### config.mk
export PLATFORM = sky130hd
export DESIGN_NAME = mem_dump_ctrl
export DESIGN_NICKNAME = d
export VERILOG_FILES = /design/src/rtl/mem_dump_ctrl.sv
export SDC_FILE = /design/constraint.sdc
export NUM_CORES = 1
export LEC_CHECK = 0
export CORE_AREA = 2 2 101 103
export DETAILED_ROUTE_END_ITERATION = 6
export DIE_AREA = 0 0 103 105
export DONT_BUFFER_PORTS = 1
export PLACE_DENSITY_LB_ADDON = 0.05
export RECOVER_POWER = 100
export SYNTH_ARGS = -nofsm -noshare
export SYNTH_HDL_FRONTEND = slang
export SYNTH_SLANG_ARGS = --single-unit
### constraint.sdc
create_clock -name i_clock -period 2.2 [get_ports i_clock]
set_clock_uncertainty 0.15 [all_clocks]
set_input_delay 0.11 -clock i_clock [delete_from_list [all_inputs] [get_ports i_clock]]
set_output_delay 0.11 -clock i_clock [all_outputs]
set_load 0.05 [all_outputs]
### src/rtl/mem_dump_ctrl.sv
// Post-halt dump sequencer: takes over the data-memory port and streams a word window, low byte first, to the UART.
// First o_tx_start 4 cycles after i_halt rises; each byte waits indefinitely for i_tx_done before the next start.
module mem_dump_ctrl #(
  parameter int                     DATA_LENGTH = 16,
  parameter int                     ADDR_LENGTH = 11,
  parameter logic [ADDR_LENGTH-1:0] BASE_ADDR   = '0,
  parameter int                     DUMP_WORDS  = 16
) (
  input  logic                   i_clock,
  input  logic                   i_reset,
  input  logic                   i_halt,
  input  logic [ADDR_LENGTH-1:0] i_proc_Addr,
  input  logic [DATA_LENGTH-1:0] i_proc_Data,
  input  logic                   i_proc_Wr,
  input  logic                   i_proc_Rd,
  output logic [ADDR_LENGTH-1:0] o_ram_Addr,
  output logic [DATA_LENGTH-1:0] o_ram_Data,
  output logic                   o_ram_Wr,
  output logic                   o_ram_Rd,
  input  logic [DATA_LENGTH-1:0] i_ram_Data,
  output logic [7:0]             o_tx_Data,
  output logic                   o_tx_start,
  input  logic                   i_tx_done,
  output logic                   o_busy,
  output logic                   o_done
);

  typedef enum logic [3:0] {
    S_IDLE,
    S_GRANT,
    S_READ,
    S_LATCH,
    S_SEND_LO,
    S_WAIT_LO,
    S_SEND_HI,
    S_WAIT_HI,
    S_NEXT,
    S_DONE
  } state_t;

  localparam logic [ADDR_LENGTH-1:0] LAST_CNT = ADDR_LENGTH'(DUMP_WORDS - 1);

  state_t                   state_q, state_d;
  logic [ADDR_LENGTH-1:0]   addr_q, addr_d;
  logic [ADDR_LENGTH-1:0]   cnt_q, cnt_d;
  logic [DATA_LENGTH-1:0]   word_q, word_d;
  logic [7:0]               tx_data_q, tx_data_d;
  logic                     tx_start_q, tx_start_d;
  logic                     busy_q, busy_d;
  logic                     done_q, done_d;

  always_ff @(posedge i_clock or negedge i_reset) begin
    if (!i_reset) begin
      state_q <= S_IDLE;
    end else begin
      state_q <= state_d;
    end
  end

  always_comb begin
    state_d = state_q;
    case (state_q)
      S_IDLE:    if (i_halt) state_d = S_GRANT;
      S_GRANT:   state_d = S_READ;
      S_READ:    state_d = S_LATCH;
      S_LATCH:   state_d = S_SEND_LO;
      S_SEND_LO: state_d = S_WAIT_LO;
      S_WAIT_LO: if (i_tx_done) state_d = S_SEND_HI;
      S_SEND_HI: state_d = S_WAIT_HI;
      S_WAIT_HI: if (i_tx_done) state_d = S_NEXT;
      S_NEXT:    state_d = (cnt_q == LAST_CNT) ? S_DONE : S_READ;
      // Halt must drop before a new dump can be armed.
      S_DONE:    if (!i_halt) state_d = S_IDLE;
      default:   state_d = S_IDLE;
    endcase
  end

  always_comb begin
    addr_d = addr_q;
    cnt_d  = cnt_q;
    word_d = word_q;
    case (state_q)
      S_IDLE: begin
        if (i_halt) begin
          addr_d = BASE_ADDR;
          cnt_d  = '0;
        end
      end
      S_LATCH: word_d = i_ram_Data;
      S_NEXT: begin
        addr_d = addr_q + 1'b1;
        cnt_d  = cnt_q + 1'b1;
      end
      default: ;
    endcase
  end

  // Flags are registered from the next state so they change exactly with the state.
  always_comb begin
    tx_start_d = (state_d == S_SEND_LO) || (state_d == S_SEND_HI);
    busy_d     = (state_d != S_IDLE);
    done_d     = (state_d == S_DONE);
    tx_data_d  = tx_data_q;
    if (state_d == S_SEND_LO) begin
      tx_data_d = word_d[7:0];
    end else if (state_d == S_SEND_HI) begin
      tx_data_d = word_q[15:8];
    end

    if (state_q == S_IDLE) begin
      o_ram_Addr = i_proc_Addr;
      o_ram_Data = i_proc_Data;
      o_ram_Wr   = i_proc_Wr;
      o_ram_Rd   = i_proc_Rd;
    end else begin
      o_ram_Addr = addr_q;
      o_ram_Data = '0;
      o_ram_Wr   = 1'b0;
      o_ram_Rd   = (state_q == S_READ) || (state_q == S_LATCH);
    end
  end

  always_ff @(posedge i_clock or negedge i_reset) begin
    if (!i_reset) begin
      addr_q     <= '0;
      cnt_q      <= '0;
      word_q     <= '0;
      tx_data_q  <= '0;
      tx_start_q <= 1'b0;
      busy_q     <= 1'b0;
      done_q     <= 1'b0;
    end else begin
      addr_q     <= addr_d;
      cnt_q      <= cnt_d;
      word_q     <= word_d;
      tx_data_q  <= tx_data_d;
      tx_start_q <= tx_start_d;
      busy_q     <= busy_d;
      done_q     <= done_d;
    end
  end

  assign o_tx_Data  = tx_data_q;
  assign o_tx_start = tx_start_q;
  assign o_busy     = busy_q;
  assign o_done     = done_q;

endmodule

# Word level (Yosys, flattened, before mapping)
# Cells that the tools add are included.
[classes]
n_addsub = 2
n_mul = 0
n_div = 0
magnitude_cmp = 0
n_eq_ne = 14
n_shift = 0
n_mux = 16
bitwise_logic = 0
reduce_logical = 7
[op_table]
columns = ["cell", "n"]
rows = [
  ["$pmux 11 s2", 2],
  ["$pmux 4 s10", 1],
  ["$eq 4x3->1 const B", 6],
  ["$mux 8", 3],
  ["$add 11x1->11 const B", 2],
  ["$mux 11", 2],
  ["$mux 4", 5],
  ["$mux 16", 1],
  ["$eq 4x4->1 const B", 3],
  ["$eq 11x4->1 const B", 1],
  ["$eq 4x2->1 const B", 2],
  ["$eq 4x1->1 const B", 1],
  ["$logic_not 4->1", 1],
  ["$reduce_bool 2->1", 2],
  ["$reduce_bool 4->1", 1],
  ["$logic_or 1x1->1", 2],
  ["$mux 1", 2],
  ["$ne 2x2->1 const B", 1],
  ["$reduce_and 2->1", 1],
]
[totals]
ff_bits = 53
latchBits = 0
ram_bits = 0
romBits = 0
input_bits = 49
output_inout_bits = 40
elab_cells = 48
mem_count = 0

# Longest topological paths before layout
[depth]
ltp_word = 6
ltp_mapped = 7
ltp_nobuf = 6

# Worst setup path after synthesis
# OpenSTA, ideal clock, no wires.
[synth_path]
kind = "reg2out"
startpoint = "register state_q[3]"
endpoint = "output o_ram_Data[10]"
arrival_ns = 1.767
t_required_ns = 1.940
path_slack_ns = 0.173
path_stages_with_launch = 6
path_buffers = 3
path_cell_list = "dfrtp_1 -> buf_2 -> nor4_2 -> buf_2 -> clkbuf_1 -> and2_1"
[synth_via]
elab_chain_cells = 2
[synth_lines]
columns = ["element", "line", "source"]
rows = [
  ["from (decl)", "43", "state_t state_q, state_d;"],
  ["from (signal assigned)", "56", "state_q <= state_d;"],
  ["$logic_not 4->1", "110", "if (state_q == S_IDLE) begin"],
  ["$mux 16", "110", ""],
  ["to (decl)", "17", "output logic [DATA_LENGTH-1:0] o_ram_Data,"],
]
# No other way between the ends.

# Worst setup path in the final report
[layout_path]
startpoint = "register state_q[1]"
endpoint = "output o_ram_Addr[7]"
[layout_via]
elab_chain_cells = 2
[layout_lines]
columns = ["element", "line", "source"]
rows = [
  ["$logic_not 4->1", "110", ""],
  ["$mux 11", "110", ""],
  ["to (decl)", "16", "output logic [ADDR_LENGTH-1:0] o_ram_Addr,"],
]
# No other way between the ends.

==> results_dict.tcl <==
set metrics [dict create \
    status "complete, no violations" \
    dr.pass1.iters 4 \
    peakVddDrop_v 0.000450 \
    path_clk_slew_ns 0.10 \
    ant_nets 0 \
    clock_latency_ns 0.30 \
    wirelength_um 6410 \
    drt_first_iter_violations 98 \
    maxSlewViolCount 0 \
    postLayoutCoreUtil 0.317 \
    postSynthCellCount 262 \
    drc 0 \
    io_buffers 0 \
    slew_headroom 0.195 \
    hold_class "input pin to register" \
    viasPerCell 4.51 \
    areaGrowthSynthToFinish_pct 30.1 \
    rows 36 \
    syn-num-nets 313 \
    clockBufferDepth 2 \
    cp_data_required_time_ns 1.94 \
    cts_buffers 5 \
    layout_commonest_cell "nand2_1" \
    hold_start "i_halt" \
    core_region_area_um2 9640 \
    die-area_um2 10800 \
    r2r-start "state_q[1]" \
    synth_enable_flop_cells 0 \
    rsz0062_at_grt "false" \
    max_freq_ghz 0.476 \
    antennaDiodeCount 0 \
    tns_ns 0 \
    fin_crit_ns 2.10 \
    max_cap_violations 0 \
    die_w_um 103 \
    yosys_warnings 0 \
    finalHoldViolCount 0 \
    drive_gt1_frac 0.189 \
    p_leak_nw 1.40 \
    io_pins 89 \
    crit_arrival_ns 1.84 \
    syn_area_per_cell_um2 8.98 \
    ys.flop_type "dfrtp_1" \
    htree_levels 2 \
    gr-total-overflow 0 \
    synth.distinct_cells 33 \
    cts_tree "built" \
    gp_congestion 0.717 \
    synth_seq_cells 45 \
    final_cell_mix "nand2_1, dfrtp_1, o21ai_0" \
    grt_util_all_layers 0.122 \
    final_nets 362 \
    synth_area_um2 2350 \
    numClockSinks 45 \
    async_flop_share 1.00 \
    cp_max_fo 7 \
    finalInstanceArea_um2 3060 \
    crit_type "register to output pin" \
    cp-startpoint "state_q[1]" \
    initial_core_util 0.244 \
    vias 2008 \
    postPlaceCellArea_um2 2700 \
    fin_crit_sh 0.955 \
    setup_viol 0 \
    powerDensity_nw_per_um2 1490 \
    start_kind "register" \
    antenna_found_initial 0 \
    die_y_um 105 \
    wl_per_cell_um 14.4 \
    tightest_slew_ns 1.21 \
    grt_pass1_wl_um 10500 \
    dp_hpwl_um 4330 \
    grt_max_degree 46 \
    synth-seq-area-share 0.479 \
    grt_pass1_vias 2027 \
    root_buffer "clkbuf_8" \
    crit_path_end_kind "output pin" \
]
[path summary, 6_finish.rpt]
kind | end | slack, ns | depth (start not counted)
setup / recovery | o_ram_Addr[7] | 0.1 | 5
hold / removal | o_done | 0.005 | 4
setup reg to reg | cnt_q[7] | 0.21 | 7
hold reg to reg | word_q[13] | 0.33 | 2
max in group asynchronous | state_q[1] | 0.64 | 2
min in group asynchronous | o_tx_start | 0.45 | 2
[area by class of cell]
class / instances / area, µm²
multi-input cells: 198 / 1180
repair buffers: 56 / 455
well taps: 133 / 166
flip-flops and latches: 45 / 1130
inverters: 5 / 18.8
clock buffers: 5 / 68.8
fillers: 1036 / 6580
clock inverters: 3 / 43.8
[cell usage after synthesis (2+ instances only)]
cell	number	area (µm²)
mux2_2	12	135
nor2_1	9	33.8
buf_2	4	20.0
dfrtp_1	45	1130
inv_1	4	15.0
nand2_1	70	263
o21ai_0	24	120
ha_1	2	25.0
clkbuf_1	8	30.0
nor3_1	2	10.0
a21oi_1	5	25.0
and3_1	7	43.8
and2_1	17	106
o211ai_1	9	67.6
nand4_1	7	43.8
mux2i_1	7	70.1
nand3_1	12	60.1
a31oi_1	3	18.8
[worst max-delay path: stages (launching register included)]
cell and delay, ns:
dfrtp_2 0.44, buf_4 0.17, nor4_4 0.19, buf_4 0.18, buf_6 0.16, mux2_4 0.40
[routing by layer]
metal / global-route usage / routed length, µm
met5: 0 / 0
met2: 0.197 / 3040
met1: 0.165 / 3040
met3: 0.0254 / 262
met4: 0.0310 / 68
[state kept, by name, summed over array words and instances, names as in the netlist]
register	cells
o_busy	1
state_q	4
cnt_q	11
o_tx_Data	8
word_q	8
o_tx_start	1
addr_q	11
o_done	1
[what timing repair did]
item                       in CTS  in global routing
setup endpoints to repair      25                 28
hold buffers                   20                  0
cloned                          2                  0
setup buffers                   1                  3
hold endpoints to repair       65                  0
pin swaps                       1                  1
resized for setup              14                  2
[metrics by stage]
step / instances / setup slack, ns / hold slack, ns / power (mW)
6_report: 445 / 0.0993 / 0.00468 / 4.56
4_1_cts: 442 / 0.0102 / 0.000669 / 4.67
3_5_place_dp: 411 / 0.219 / -0.334 / 3.81
5_1_grt: 445 / 0.00900 / 0.0148 / 4.91
2_1_floorplan: 262 / 0.173 / -0.336 / 3.32
3_3_place_gp: 411 / 0.241 / -0.335 / 3.82
[cell families (layout without fill, tap and decap cells)]
logic type | after synthesis | in the layout | share of synthesized area
muxes | 19 | 19 | 0.0872
DFF | 45 | 45 | 0.479
and+or+nand+nor | 131 | 131 | 0.268
buffers and inverters | 19 | 69 | 0.0372
xor gates and xnor gates | 1 | 1 | 0.00372
adders and majority gates | 2 | 2 | 0.0106
AOI/OAI and AO/OA | 45 | 45 | 0.115
[power by group]
group	switching (mW)	internal, mW	total [mW]
logic	1.35	0.743	2.09
clock network	0.313	0.341	0.654
registers	0.635	1.18	1.82
total	2.29	2.27	4.56
Power figures use the tool's default switching activity.
